===== src/rtl/vc_fifo.sv =====
// vc_fifo: per-virtual-channel word buffer behind demux_vcid.
// Registered read port, occupancy thresholds and a sticky error flag.
module vc_fifo #(
    parameter int DATA_WIDTH      = 6,
    parameter int DEPTH           = 8,
    parameter int ADDR_WIDTH      = 3,
    parameter int ALMOST_FULL_TH  = 6,
    parameter int ALMOST_EMPTY_TH = 2
) (
    input  logic                  clk,
    input  logic                  reset_L,
    input  logic [DATA_WIDTH-1:0] data_in,
    input  logic                  push,
    input  logic                  pop,
    output logic [DATA_WIDTH-1:0] data_out,
    output logic                  valid_out,
    output logic                  full,
    output logic                  empty,
    output logic                  almost_full,
    output logic                  almost_empty,
    output logic [ADDR_WIDTH:0]   fifo_count,
    output logic                  error
);

    localparam logic [ADDR_WIDTH:0]   LP_DEPTH = (ADDR_WIDTH+1)'(DEPTH);
    localparam logic [ADDR_WIDTH:0]   LP_AF    = (ADDR_WIDTH+1)'(ALMOST_FULL_TH);
    localparam logic [ADDR_WIDTH:0]   LP_AE    = (ADDR_WIDTH+1)'(ALMOST_EMPTY_TH);
    localparam logic [ADDR_WIDTH:0]   LP_CNT1  = (ADDR_WIDTH+1)'(1);
    localparam logic [ADDR_WIDTH-1:0] LP_PTR1  = ADDR_WIDTH'(1);

    logic [DATA_WIDTH-1:0] r_mem [DEPTH];
    logic [ADDR_WIDTH-1:0] r_wr_ptr;
    logic [ADDR_WIDTH-1:0] r_rd_ptr;
    logic [ADDR_WIDTH:0]   r_count;
    logic [DATA_WIDTH-1:0] r_data_out;
    logic                  r_valid_out;
    logic                  r_error;

    logic w_full;
    logic w_empty;
    logic w_push_ok;
    logic w_pop_ok;
    logic w_bad;

    // Flags decode straight from the registered occupancy.
    assign w_full    = (r_count == LP_DEPTH);
    assign w_empty   = (r_count == '0);
    assign w_push_ok = push && !w_full;
    assign w_pop_ok  = pop && !w_empty;
    assign w_bad     = (push && w_full) || (pop && w_empty);

    // Storage array; stale words are harmless since count gates reads.
    always_ff @(posedge clk) begin
        if (w_push_ok) begin
            r_mem[r_wr_ptr] <= data_in;
        end
    end

    // Pointers, occupancy, registered read port and sticky error.
    always_ff @(posedge clk or negedge reset_L) begin
        if (!reset_L) begin
            r_wr_ptr    <= '0;
            r_rd_ptr    <= '0;
            r_count     <= '0;
            r_data_out  <= '0;
            r_valid_out <= 1'b0;
            r_error     <= 1'b0;
        end else begin
            if (w_push_ok) begin
                r_wr_ptr <= r_wr_ptr + LP_PTR1;
            end
            if (w_pop_ok) begin
                r_data_out <= r_mem[r_rd_ptr];
                r_rd_ptr   <= r_rd_ptr + LP_PTR1;
            end
            r_valid_out <= w_pop_ok;
            if (w_push_ok && !w_pop_ok) begin
                r_count <= r_count + LP_CNT1;
            end else if (w_pop_ok && !w_push_ok) begin
                r_count <= r_count - LP_CNT1;
            end
            if (w_bad) begin
                r_error <= 1'b1;
            end
        end
    end

    assign full         = w_full;
    assign empty        = w_empty;
    assign almost_full  = (r_count >= LP_AF);
    assign almost_empty = (r_count <= LP_AE);
    assign fifo_count   = r_count;
    assign data_out     = r_data_out;
    assign valid_out    = r_valid_out;
    assign error        = r_error;

endmodule


===== config.mk =====
export PLATFORM = sky130hd
export DESIGN_NAME = vc_fifo
export DESIGN_NICKNAME = d
export VERILOG_FILES = /design/src/rtl/vc_fifo.sv
export SDC_FILE = /design/constraint.sdc
export NUM_CORES = 1
export LEC_CHECK = 0
export ABC_AREA = 1
export CORE_ASPECT_RATIO = 1.25
export CORE_MARGIN = 8
export CORE_UTILIZATION = 45
export CTS_BUF_LIST = sky130_fd_sc_hd__clkbuf_8 sky130_fd_sc_hd__clkbuf_16
export DETAILED_ROUTE_END_ITERATION = 10
export PLACE_DENSITY = 0.65
export SLEW_MARGIN = 20
export SYNTH_ARGS = -nofsm -noshare
export SYNTH_HDL_FRONTEND = slang
export SYNTH_SLANG_ARGS = --single-unit

===== constraint.sdc =====
create_clock -name clk -period 2.36 [get_ports clk]
set_input_delay 0.354 -clock clk [delete_from_list [all_inputs] [get_ports clk]]
set_output_delay 0.354 -clock clk [all_outputs]
set_load 0.005 [all_outputs]

==> impl_results.md, run 1 <==
- DRT iter0 DRCs: 194
- CTS tree: yes
- Die H: 107 um
- WP data required: between 2 and 3 ns
- Drt pass-1 iters: 4
- Share of cells above drive strength 1: 0.132
- Post-synthesis adder-cell area fraction: 0.0277
- Cell total after placement: 420
- Die ar.: 0.00949 mm^2
- Routed len/inst: 13.7 um
- Crit path time final: 2.15 ns
- Mux contribution to synthesized area: 0
- Ys Warns: 0
- Register bit total from synthesis: 66
- Buf+Inv Stages, Crit Path: 2
- Crit Path Class: flip-flop to flip-flop
- IR drop worst, VDD: 0.000597 V
- Antenna Cells: 0
- Worst EP arrival: between 2 and 2.5 ns
- Post-route cell area: 0.00360 mm^2
- Detail Route Antenna Nets: 0
- Unique masters post-synth: 25
- Final Non-Filler Cells: between 400 and 500
- First-pass GRT wire length: 9800 um
- Synth Area in XOR/XNOR: 0.0172
- Starting Density: 0.459
- GRT Residual Overflow: 0
- Core area: 0.00648 mm^2
- Worst-margin pin slew: 0.458 ns
- Final Hold Vio Count: 0
- Leak: 1.66 nW
- FFs w/ async S/R, synth: 0.273
- Mean Syn Cell Area: between 10 and 15 um^2
- Via density: 4.73
- EDFF count, synth: 48
- Sequential share of the synthesized area: 0.635
- Nets: 360
- Fin. max-slew vios: 0
- Simple-Gate Fraction of Synth Area: 0.231
- Clock-pin slew on the worst setup and hold paths: 0.07 ns
- I/O pins: 26
- Most used cell, CP: nand2_1
- Synth Area in Compound Gates: 0.00504
- CTS hold repair buffers: 0
- Final worst path period share: 0.909
- Crit path largest cell delay: 0.47 ns
- Setup Skew: a little over 0.006 ns
- Prevailing post-synth register cell: edfxtp_1
- Fmax achieved: between 0.4 and 0.5 GHz
- Row cnt: 33
- DRC viols: 0
- RSZ-0062 raised after global routing: false
- Crit. End Element: flip-flop
- Status: complete, no violations
- Top delay family on crit path: simple AND/OR/NAND/NOR gates
- Hpwl dp: 4230 um
- Post-route setup TNS: 0 ns
- Synth Instances: between 200 and 300
- Via count: around 2100
- Max Cap Viol: 0
- IO buf count: 25
- Cell area power density: between 1000 and 1500 mW/mm^2
- Total wire length: 5990 um
- Synthesis-to-layout area growth: 20.9%
- Antenna violations before repair: 0
- CP max FO: 6
- # setup viols final: 0
- Htree depth: 3
- Clock sinks: 66
- Critical Path, Cell by Cell: nor2_2 -> nand3_2 -> nand2_2 -> inv_2 -> ha_1 -> inv_1 -> ha_1 -> or2_2 -> nand3_1 -> nand2_1 -> nand2_1 -> nand2_1
- Largest family of logic cells by synthesized area: simple AND/OR/NAND/NOR gates
- DP Area: 0.00343 mm^2
- GP Congestion: ~0.8
- Setup Fix Bufs, Post-CTS: 0
- CP Launch Type: flip-flop
- Largest net degree at the start of global routing: 26
- Root Driver: clkbuf_8
- Slowest stage cell, crit path: dfrtp_1
- Cell area after synthesis: about 0.003 mm^2
- Min-delay worst type: input pin to async pin
- Die width: a little under 90 um
- CTS buffer count: 9
- Syn_nets: between 300 and 400
- Clk Latency, worst-skew pair: 0.33 ns
- GRT Overall Usage: 0.139
- Slew headroom: 0.694
- Vias in the first global route: 2077
- CTS max path bufs: 2
- Resize count post-CTS: 0
==> cell type report <==
| type | instances | area, um^2 |
|---|---|---|
| sequential | 66 | 1890 |
| tap | 87 | 109 |
| clock buffer | 11 | 151 |
| multi-input combinational | 173 | 836 |
| clock inverter | 5 | 22.5 |
| timing repair buffer | 44 | 393 |
| fill | 613 | 2880 |
| inverter | 50 | 198 |
==> per-stage QoR <==
step,hold WS (ns),setup WS [ns],total power [mW],util
after floorplan,0.0584,0.350,2.78,-
after global placement,0.458,0.148,3.40,0.529
after detailed placement,0.463,0.101,3.44,0.529
after CTS,0.349,0.205,4.27,0.555
after global routing,0.376,0.0286,4.55,0.555
final,0.358,0.215,4.22,0.555
==> cells by family (layout without fill, tap and decap cells) <==
| family | count (synthesis) | in the layout |
|---|---|---|
| buf+inv | 57 | 110 |
| fa+ha+maj | 6 | 6 |
| simple gates | 159 | 159 |
| xor+xnor | 5 | 5 |
| compound gates | 3 | 3 |
| flops | 66 | 66 |
==> registers in the layout, summed over array words and instances, names as in the netlist <==
signal and cells:
r_wr_ptr 3, valid_out 1, error 1, data_out 6, r_mem 48, r_rd_ptr 3
fifo_count 4
==> synthesized netlist by cell type (2+ instances only) <==
cell,number,share of area
nand2_1,100,0.13
edfxtp_1,48,0.48
inv_1,47,0.059
nand3_1,38,0.064
dfrtp_1,18,0.15
nor2_1,11,0.014
ha_1,5,0.021
buf_2,3,0.0050
o21ai_0,3,0.0050
buf_4,2,0.0050
buf_6,2,0.0076
nand2_2,2,0.0042
nand2_4,2,0.0076
nor2_2,2,0.0042
xnor2_1,2,0.0059
xor2_1,2,0.0059
==> cells in the final DEF, fill, tap and decap left out, drive strengths merged <==
master and instances:
xnor2 2, clkbuf 11, clkinv 3, clkdlybuf4s50 25, fa 1, edfxtp 48
xor2 3, inv 52, o21ai 3, nand3 39, or2 2, nor2 13
buf 19, ha 5, dfrtp 18, nand2 104, nand3b 1
==> report_power, final <==
part	internal [mW]	switching [mW]	total, mW
Sequential	1.52	0.173	1.70
Clock	0.425	0.391	0.816
Combinational	0.742	0.964	1.71
Total	2.69	1.53	4.22
==> final timing paths <==
kind / from / to / slack (ns) / cells past startpoint
max reg2reg: fifo_count[0] / fifo_count[3] / 0.21 / 12
max: fifo_count[0] / fifo_count[3] / 0.21 / 12
min in group clk: data_out[3] / data_out[3] / 0.48 / 2
min: reset_L / data_out[2] / 0.36 / 2
max in group asynchronous: reset_L / r_wr_ptr[1] / 1.79 / 2
min reg2reg: data_out[3] / data_out[3] / 0.48 / 2
==> metal layers <==
layer,vias up,global-route usage,wire [um]
li1,1033,-,-
met1,960,0.155,2560
met3,6,0.0436,313
met5,-,0,0
met2,62,0.231,3040
met4,0,0.0715,79
Power figures use the tool's default switching activity.
==> run 2, diff against run 1 <==
- GPL_ROUTABILITY_DRIVEN: not set -> 0
==> results of run 2 <==
The final DEF is identical to that of run 1; final timing and power are the same.
==> run 3, diff against run 2 <==
- PLACE_DENSITY: 0.65 -> 0.74
==> run 3 against run 2 <==
  * Critical path depth unchanged
  * Sequential power about the same
  * Wire length decreased by 3.9%
  * Total power increased by 0.67%
  * Critical path type unchanged
  * Largest cell class unchanged
  * Highest routed layer unchanged
==> impl_results.md, run 3 (same netlist as run 1, synthesis figures left out) <==
- Slowest stage cell, crit path: dfrtp_1 (unchanged)
- Sw Pwr: 1.51 mW (was 1.53 mW)
- WP data required: 2.58 ns (was 2.59 ns)
- Setup Skew: 0.00848 ns (was 0.00613 ns)
- Sw Share: 0.356 (was 0.362)
- Die ar.: 0.00949 mm^2 (unchanged)
- Resize count post-CTS: 0 (unchanged)
- Reg with most FFs: r_mem (unchanged)
- Synthesis-to-layout area growth: 19.9% (was 20.9%)
- CTS tree: yes (unchanged)
- CTS buffer count: 9 (unchanged)
- Leak: 1.63 nW (was 1.66 nW)
- Antenna Cells: 0 (unchanged)
- Starting Density: 0.459 (unchanged)
- Via density: 4.66 (was 4.73)
- Clock sinks: 66 (unchanged)
- Pint: 2.73 mW (was 2.69 mW)
- Cell area power density: 1190 mW/mm^2 (was 1170 mW/mm^2)
- Final worst path period share: 0.905 (was 0.909)
- Critical Path, Cell by Cell: nor2_2 -> nand3_2 -> nand2_2 -> inv_2 -> ha_1 -> inv_1 -> ha_1 -> or2_2 -> nand3_1 -> nand2_1 -> nand2_1 -> nand2_1 (unchanged)
- # setup viols final: 0 (unchanged)
- Row cnt: 33 (unchanged)
- Crit. End Element: flip-flop (unchanged)
- Final Hold Vio Count: 0 (unchanged)
- GRT Residual Overflow: 0 (unchanged)
- Die H: 107 um (unchanged)
- Fmax achieved: 0.468 GHz (was 0.466 GHz)
- CP Launch Type: flip-flop (unchanged)
- DP Area: 0.00337 mm^2 (was 0.00343 mm^2)
- Total wire length: 5760 um (was 5990 um)
- CP startpoint: fifo_count[0] (unchanged)
- Crit path time final: 2.14 ns (was 2.15 ns)
- Routed len/inst: 13.4 um (was 13.7 um)
- DRT iter0 DRCs: 189 (was 194)
- Top delay family on crit path: simple AND/OR/NAND/NOR gates (unchanged)
- Nets: 353 (was 360)
- I/O pins: 26 (unchanged)
- Most common cell after layout, fill and taps aside: nand2_1 (unchanged)
- Worst Hold Slack: 0.367 ns (was 0.358 ns)
- Register share of total power: 0.407 (was 0.402)
- Total power: 4.25 mW (was 4.22 mW)
- Htree depth: 3 (unchanged)
- IR drop worst, VDD: 0.000734 V (was 0.000597 V)
- Worst EP arrival: 2.36 ns (was 2.38 ns)
- Buf+Inv Stages, Crit Path: 2 (unchanged)
- Largest net degree at the start of global routing: 26 (unchanged)
- Crit Path Class: flip-flop to flip-flop (unchanged)
- Core area: 0.00648 mm^2 (unchanged)
- CP Depth: 12 (unchanged)
- Slew headroom: 0.673 (was 0.694)
- IO buf count: 25 (unchanged)
- Fin util: 0.551 (was 0.555)
- CP max FO: 6 (unchanged)
- Detail Route Antenna Nets: 0 (unchanged)
- Die width: 88.8 um (unchanged)
- Comb power frac: 0.377 (was 0.405)
- Reg-to-reg startpoint: fifo_count[0] (unchanged)
- Post-route cell area: 0.00357 mm^2 (was 0.00360 mm^2)
- Max Cap Viol: 0 (unchanged)
- Clk Latency, worst-skew pair: 0.33 ns (about the same)
- Commonest non-fill, non-tap cells in the layout: nand2_1, inv_1, edfxtp_1 (unchanged)
- Fin. max-slew vios: 0 (unchanged)
- Number of flip-flops in the largest register: 48 (unchanged)
- CTS max path bufs: 2 (unchanged)
- Vias in the first global route: 1947 (was 2077)
- Root Driver: clkbuf_8 (unchanged)
- Setup Fix Bufs, Post-CTS: 0 (unchanged)
- First-pass GRT wire length: 9690 um (was 9800 um)
- Via count: 1999 (was 2061)
- Status: complete, no violations (unchanged)
- Worst-margin pin slew: 0.491 ns (was 0.458 ns)
- CTS hold repair buffers: 0 (unchanged)
- Crit path largest cell delay: 0.46 ns (was 0.47 ns)
- GRT Overall Usage: 0.136 (was 0.139)
- Post-route setup TNS: 0 ns (unchanged)
- Worst r2r path cells: 12 (unchanged)
- Hpwl dp: 4120 um (was 4230 um)
- Clock-pin slew on the worst setup and hold paths: 0.07 ns (about the same)
- DRC viols: 0 (unchanged)
- Share of cells above drive strength 1: 0.117 (was 0.132)
- Min-delay worst type: input pin to async pin (unchanged)
- Most used cell, CP: nand2_1 (unchanged)
- Antenna violations before repair: 0 (unchanged)
- Drt pass-1 iters: 4 (unchanged)
- RSZ-0062 raised after global routing: false (unchanged)
- Clock power share: 0.215 (was 0.193)
-- run 3: final timing paths --
kind | end | slack, ns
max in group asynchronous | fifo_count[2] | 1.78
worst min register to register | error | 0.48
worst max-delay path | fifo_count[3] | 0.22
worst min-delay path | data_out[0] | 0.37
worst max register to register | fifo_count[3] | 0.22
min in group clk | error | 0.48
-- run 3: final cells by class --
type / count / area, um^2
timing repair buffer: 37 / 340
clock inverter: 6 / 57.6
multi-input combinational: 173 / 836
tap: 87 / 109
sequential: 66 / 1890
inverter: 50 / 198
fill: 557 / 2910
clock buffer: 10 / 138
-- run 3: per-layer routing --
layer | GRT usage | wire [um] | vias up
met3 | 0.0222 | 247 | 11
li1 | - | - | 1016
met1 | 0.164 | 2400 | 934
met4 | 0.0909 | 158 | 0
met2 | 0.218 | 2950 | 38
met5 | 0 | 0 | -
-- run 3: power groups by stage --
stage               Combinational (mW)  Clock (mW)  Sequential, mW
floorplan                         1.08           0            1.70
detailed placement                1.62           0            1.76
global route                      1.83       0.991            1.76
finish                            1.60       0.915            1.73
global placement                  1.58           0            1.74
CTS                               1.63       0.937            1.73
-- run 3: stage by stage --
step | worst slack [ns] | std cells
global route | 0.0307 | 429
finish | 0.225 | 429
floorplan | 0.350 | 296
CTS | 0.209 | 429
detailed placement | 0.109 | 413
global placement | 0.136 | 413
